`config.mk`:
```
export PLATFORM = sky130hd
export DESIGN_NAME = mips_irq_ctrl
export DESIGN_NICKNAME = d
export VERILOG_FILES = /design/src/rtl/mips_irq_ctrl.sv
export SDC_FILE = /design/constraint.sdc
export NUM_CORES = 1
export LEC_CHECK = 0
export ABC_AREA = 1
export CORE_ASPECT_RATIO = 0.6
export CORE_MARGIN = 1
export CORE_UTILIZATION = 45
export CTS_BUF_LIST = sky130_fd_sc_hd__clkbuf_2 sky130_fd_sc_hd__clkbuf_4 sky130_fd_sc_hd__clkbuf_8
export DETAILED_ROUTE_END_ITERATION = 10
export GPL_ROUTABILITY_DRIVEN = 0
export PLACE_DENSITY = 0.82
export SLEW_MARGIN = 20
export SYNTH_ARGS = -nofsm -noshare
export SYNTH_HDL_FRONTEND = slang
export SYNTH_SLANG_ARGS = --single-unit
```
`constraint.sdc`:
```
create_clock -name clk -period 1.2 [get_ports clk]
set_clock_uncertainty 0.1 [all_clocks]
set_input_delay 0.36 -clock clk [delete_from_list [all_inputs] [get_ports clk]]
set_output_delay 0.36 -clock clk [all_outputs]
set_load 0.005 [all_outputs]
```
`src/rtl/mips_irq_ctrl.sv`:
```
// mips_irq_ctrl: N-channel synchronised, fixed-priority interrupt controller feeding CP0
// Lowest channel index wins; one interrupt in service at a time, released by irq_done.
module mips_irq_ctrl #(
  parameter int N_IRQ = 8,
  parameter int SYNC_STAGES = 2,
  localparam int ID_W = (N_IRQ > 1) ? $clog2(N_IRQ) : 1
) (
  input  logic             clk,
  input  logic             rst,
  input  logic [N_IRQ-1:0] irq_in,
  input  logic             global_ie,
  output logic             irq_req,
  output logic [ID_W-1:0]  irq_id,
  input  logic             irq_ack,
  input  logic             irq_done,
  output logic             irq_busy,
  input  logic             cfg_wen,
  input  logic [1:0]       cfg_addr,
  input  logic [N_IRQ-1:0] cfg_wdata,
  output logic [N_IRQ-1:0] cfg_rdata
);
  typedef enum logic [1:0] {IDLE, REQ, SERVICE} state_t;
  state_t state;
  logic [N_IRQ-1:0] sq [SYNC_STAGES];
  logic [N_IRQ-1:0] s, prev, en, mode, pend, pend_n, clr, eff, id_mask;
  logic [ID_W-1:0] sel;
  assign s = sq[SYNC_STAGES-1];
  assign eff = pend & en;
  assign id_mask = N_IRQ'(1) << irq_id;
  assign clr = (cfg_wen && cfg_addr == 2'd2 ? cfg_wdata : '0) |
               (state == REQ && irq_ack ? id_mask : '0);
  // a fresh edge wins over any clear landing in the same cycle
  assign pend_n = (mode & s) | (~mode & ((s & ~prev) | (pend & ~clr)));
  assign cfg_rdata = cfg_addr == 2'd0 ? en :
                     cfg_addr == 2'd1 ? mode :
                     cfg_addr == 2'd2 ? pend : s;
  always_comb begin
    sel = '0;
    for (int i = N_IRQ - 1; i >= 0; i--) if (eff[i]) sel = ID_W'(i);
  end
  always_ff @(posedge clk or negedge rst) begin
    if (!rst) begin
      for (int k = 0; k < SYNC_STAGES; k++) sq[k] <= '0;
      prev <= '0;
      en <= '0;
      mode <= '0;
      pend <= '0;
    end else begin
      sq[0] <= irq_in;
      for (int k = 1; k < SYNC_STAGES; k++) sq[k] <= sq[k-1];
      prev <= s;
      pend <= pend_n;
      if (cfg_wen && cfg_addr == 2'd0) en <= cfg_wdata;
      if (cfg_wen && cfg_addr == 2'd1) mode <= cfg_wdata;
    end
  end
  always_ff @(posedge clk or negedge rst) begin
    if (!rst) begin
      state <= IDLE;
      irq_req <= 1'b0;
      irq_id <= '0;
      irq_busy <= 1'b0;
    end else begin
      case (state)
        IDLE: if (global_ie && |eff) begin
          irq_id <= sel;
          irq_req <= 1'b1;
          state <= REQ;
        end
        REQ: if (irq_ack) begin
          irq_req <= 1'b0;
          irq_busy <= 1'b1;
          state <= SERVICE;
        end else if (!(|(eff & id_mask)) || !global_ie) begin
          irq_req <= 1'b0;
          state <= IDLE;
        end
        SERVICE: if (irq_done) begin
          irq_busy <= 1'b0;
          state <= IDLE;
        end
        default: state <= IDLE;
      endcase
    end
  end
endmodule

```
Word-level counts from Yosys, hierarchy flattened
Cells that the tools add are included.

storage, ports and cells
  output and inout port bits = 13
  flip-flop bits (word level) = 55

cells by class
  shifts and indexed selects = 1
  bitwise operators = 12
  reduce and logical (&&, ||, !) cells = 18
  muxes and demuxes = 25
  eq/ne operators = 8

operator list
  kind                                             count
  AND 8 bit                                        6
  2-to-1 mux 8 bit                                 5
  2-to-1 mux 3 bit                                 8
  NOT 8 bit                                        3
  OR 8 bit                                         3
  OR reduction 8 bit                               2
  AND reduction 3 bit                              3
  2-to-1 mux 2 bit                                 4
  << shifter 1 x 3 -> 8 bit, first input constant  1
  != test 2 bit, second input constant             3
  one-hot mux 2 bit (3 select lines)               1
  logical AND 1 bit                                5
  2-to-1 mux 1 bit                                 5
  == test 2 x 1 -> 1 bit, second input constant    2
  == test 2 bit, second input constant             2
  zero test 2 bit                                  2
  one-hot mux 1 bit (2 select lines)               2
  nonzero test 2 bit                               2
  != test 3 x 2 -> 1 bit, second input constant    1
  zero test 1 bit                                  2
  AND reduction 2 bit                              1
  logical OR 1 bit                                 1

Depth between registers and ports, before layout
Gate-level depths: netlist of the first run.

  word-level depth = 9
  gate-level depth with buffers = 11
  mapped depth without buffers = 10

Worst setup path before layout of the first run
No wires, ideal clock.

  kind = input to output
  start point = input cfg_addr[0]
  end point = output cfg_rdata[1]
  stages = 5
  required time = 740 ps
  data arrival time = 843 ps
  buffers on the path = 0
  path slack = -103 ps
  cell sequence = inv_2 -> nand2_4 -> nand2_2 -> nor2_1 -> o31ai_2

on the way
  cells in the longest elaborated chain, start to end = 4
  elaborated cells on any way between the ends = 6
  those cells by class = eq/ne: 2; mux: 3; reduce/logical: 1

RTL lines
  item                  line  RTL
  start, declared       18    input logic [1:0] cfg_addr,
  == test 2 bit         36    cfg_addr == 2'd2 ? pend : s;
  2-to-1 mux 8 bit      36
  2-to-1 mux 8 bit      35    cfg_addr == 2'd1 ? mode :
  2-to-1 mux 8 bit (*)  34    assign cfg_rdata = cfg_addr == 2'd0 ? en :
  end, declared         20    output logic [N_IRQ-1:0] cfg_rdata

Every way passes the cells marked *; elsewhere a longest branch is shown, timed or not.

Worst setup path in the final report of the first run
  start point = input cfg_addr[0]
  end point = output cfg_rdata[3]

Same word-level chain as after synthesis.

==> results.json, run 1 <==
{
  "status": "finished with violations",
  "violations": "negative setup slack",
  "cts_buffer_depth": 2,
  "async_flop_share_pct": 100.0,
  "finalWirelength_um": 8230,
  "syn_nets": 300,
  "netlist_area_sq_um": 2445,
  "antenna_cells": 0,
  "reg2reg_depth": 11,
  "synth_edf_count": 0,
  "rows": 20,
  "pwr-share-seq_pct": 36.5,
  "start_kind": "input port",
  "grt_overflow": 0,
  "vias_per_cell": 5.426,
  "whs_path_depth": 0,
  "synthTopCellsByArea": "dfrtp_1 56%, nand2_1 11%, o21ai_1 5.9%, inv_1 4.6%, nand3_1 4.3%",
  "synth_cell_types": 20,
  "die_y_um": 59.10,
  "ir_worst_vdd_mv": 0.8155,
  "yosysWarnings": 0,
  "clk_transition_reported_paths_ns": 0.11,
  "power.density_nw_per_um2": 1599,
  "avgSynthCellArea_sq_um": 8.858,
  "grt_max_degree": 56,
  "finalPower_mw": 6.483,
  "hold_viol": 0,
  "comb_power_share_pct": 45.4,
  "wl_per_cell_um": 17.97,
  "grt_usage_pct": 26.25,
  "yosys-top-cells-count": "72 x nand2_1, 55 x dfrtp_1, 30 x inv_1",
  "worstPathMaxFanout": 5,
  "rsz0062_at_grt": "yes",
  "ios": 37,
  "worst_path_largest_cell_delay_ns": 0.16,
  "worstPathCellList": "buf_8 -> inv_16 -> nand2_8 -> nand2_8 -> buf_12 -> nor2_1 -> o21ai_1 -> buf_2",
  "clk_latency_ns": 0.33,
  "io_buffers": 36,
  "cp_common_cell": "nand2_8",
  "relSlewSlack_pct": 79.99,
  "dieArea_sq_um": 5741,
  "max_freq_mhz": 606.2,
  "crit_arrival_ns": 1.19,
  "fin_util_pct": 78.64,
  "regArea_sq_um": 1378,
  "grt_pass1_wl_um": 11280,
  "yosys.area.top_type_share_pct": 56.29,
  "fp.dieW_um": 97.16,
  "cts.sinks": 55,
  "ys.flop_type": "dfrtp_1",
  "first_pass_iters": 4,
  "synth_most_common_cell": "nand2_1",
  "critical_path_class": "input port to primary output",
  "syn_to_final_growth_pct": 65.81,
  "cts_tree": "done",
  "htree_num_levels": 2,
  "p_sw_mw": 2.394,
  "root_buffer": "clkbuf_8",
  "multiInputGateArea_sq_um": 1300,
  "cp.required_ns": 0.74,
  "cap_violations": 0,
  "swShare_pct": 36.93,
  "min_path_type": "register to register",
  "finalMaxSlewViolations": 0,
  "antenna_found_initial": 0,
  "grt_pass1_vias": 2281,
  "min_period_ns": 1.650,
  "finalSetupViolCount": 28,
  "start_util_pct": 47.43,
  "fin_ws_ns": -0.4498,
  "final.fill_count": 290,
  "tns_ns": -6.776,
  "worstMarginPinSlew_ns": 0.2987,
  "hpwl_um": 4582,
  "synth-seq-area-share_pct": 56.29,
  "yosys.area.top_type": "dfrtp_1",
  "crit_slowest_cell": "o21ai_1",
  "timing.final.crit_share_pct": 137.5,
  "syn_inst": 276,
  "core_area_sq_um": 5155,
  "numCtsBuffers": 5,
  "num_vias": 2485,
  "synth_seq_cells": 55,
  "p_int_mw": 4.089,
  "drc": 0,
  "layout-drive-gt1-share_pct": 46.43,
  "end_kind": "primary output",
  "ant_nets": 0,
  "drt_iter0_drc": 195,
  "final_nets": 415,
  "power_frac_clock_pct": 18.1,
  "p_leak_nw": 2.001
}
==> logic make-up after synthesis <==
family,after synthesis,share of synthesized area [%]
compound gates,57,13.41
buf+inv,39,7.318
flops,55,56.29
simple gates,125,22.98
==> worst max-delay path, delay by kind of cell <==
family | cells | cell delay (ns)
buf+inv | 4 | 0.45
simple gates | 3 | 0.20
compound gates | 1 | 0.16
==> power groups by stage <==
stage / clock [mW] / sequential [mW] / combinational [mW]
final: 1.17 / 2.36 / 2.95
after global routing: 1.26 / 2.39 / 3.13
after CTS: 1.18 / 2.32 / 2.42
after detailed placement: 0 / 2.37 / 1.93
after global placement: 0 / 2.36 / 1.86
after floorplan: 0 / 2.36 / 0.805
==> repair_timing <==
action                                  4_1_cts  5_1_grt
pin swaps                                    25       47
hold buffers                                  1        0
setup buffers                                16       16
hold endpoints to repair                     55        0
endpoints found under the setup margin       43       40
gates resized for setup                     128       59
==> path summary, 6_finish.rpt <==
check,slack (ns),from,endpoint
setup reg to reg,-0.34,irq_id[1]$_DFFE_PN0P_,irq_req$_DFFE_PN0P_
setup / recovery,-0.45,cfg_addr[0],cfg_rdata[3]
max in group asynchronous,0.28,rst,irq_id[1]$_DFFE_PN0P_
min in group asynchronous,0.44,rst,s[0]$_DFF_PN0_
hold / removal,0.26,sq[9]$_DFF_PN0_,s[1]$_DFF_PN0_
hold reg to reg,0.26,sq[9]$_DFF_PN0_,s[1]$_DFF_PN0_
==> cell type report <==
class	instances	share of cell area, %
Tap cell	66	2.037
Multi-Input combinational cell	182	32.07
Sequential cell	55	33.98
Clock buffer	6	2.037
Timing Repair Buffer	112	25.52
Inverter	35	3.889
Clock inverter	2	0.4630
==> cell usage in the layout, fill, tap and decap left out, types with 9 or more instances in the layout <==
cell type and n:
buf_2 12, dfrtp_1 54, o21ai_1 29, buf_4 50, nor2_1 10, nand3_2 10, o21ai_0 9, inv_1 28
nand2_4 13, nand2_1 51, nand2_2 10, buf_6 21, clkdlybuf4s50_1 19
==> state kept, by name, summed over array words and instances (netlist names) <==
signal and cells:
mode 8, prev 8, irq_id 3, en 8, irq_req 1, sq 8
irq_busy 1, s 8, state 2, pend 8
==> routing by layer <==
metal / wire length [um] / GRT usage (%) / up-vias
li1: - / - / 1131
met1: 3375 / 33.28 / 1202
met2: 3944 / 46.28 / 121
met3: 609 / 6.014 / 31
met4: 301 / 7.463 / 0
met5: 0 / 0 / -
==> through the flow <==
stage	std cells	worst slack, ns	instance area [sq um]	hold WS, ns
3_5_place_dp	425	-1.320	3327	0.2347
3_3_place_gp	425	-1.271	3327	0.2316
5_1_grt	458	-0.5006	4054	0.2666
2_1_floorplan	276	-0.06428	2501	-0.03559
4_1_cts	448	-0.4726	3732	0.2586
6_report	458	-0.4498	4054	0.2582
Note: power is estimated with default switching activity, not from simulation.
==> run 2: changes to the inputs <==
ABC_CLOCK_PERIOD_IN_PS = 1200   (was unset)
==> results of run 2 <==
No change in the layout: final DEF, timing and power equal those of run 1.
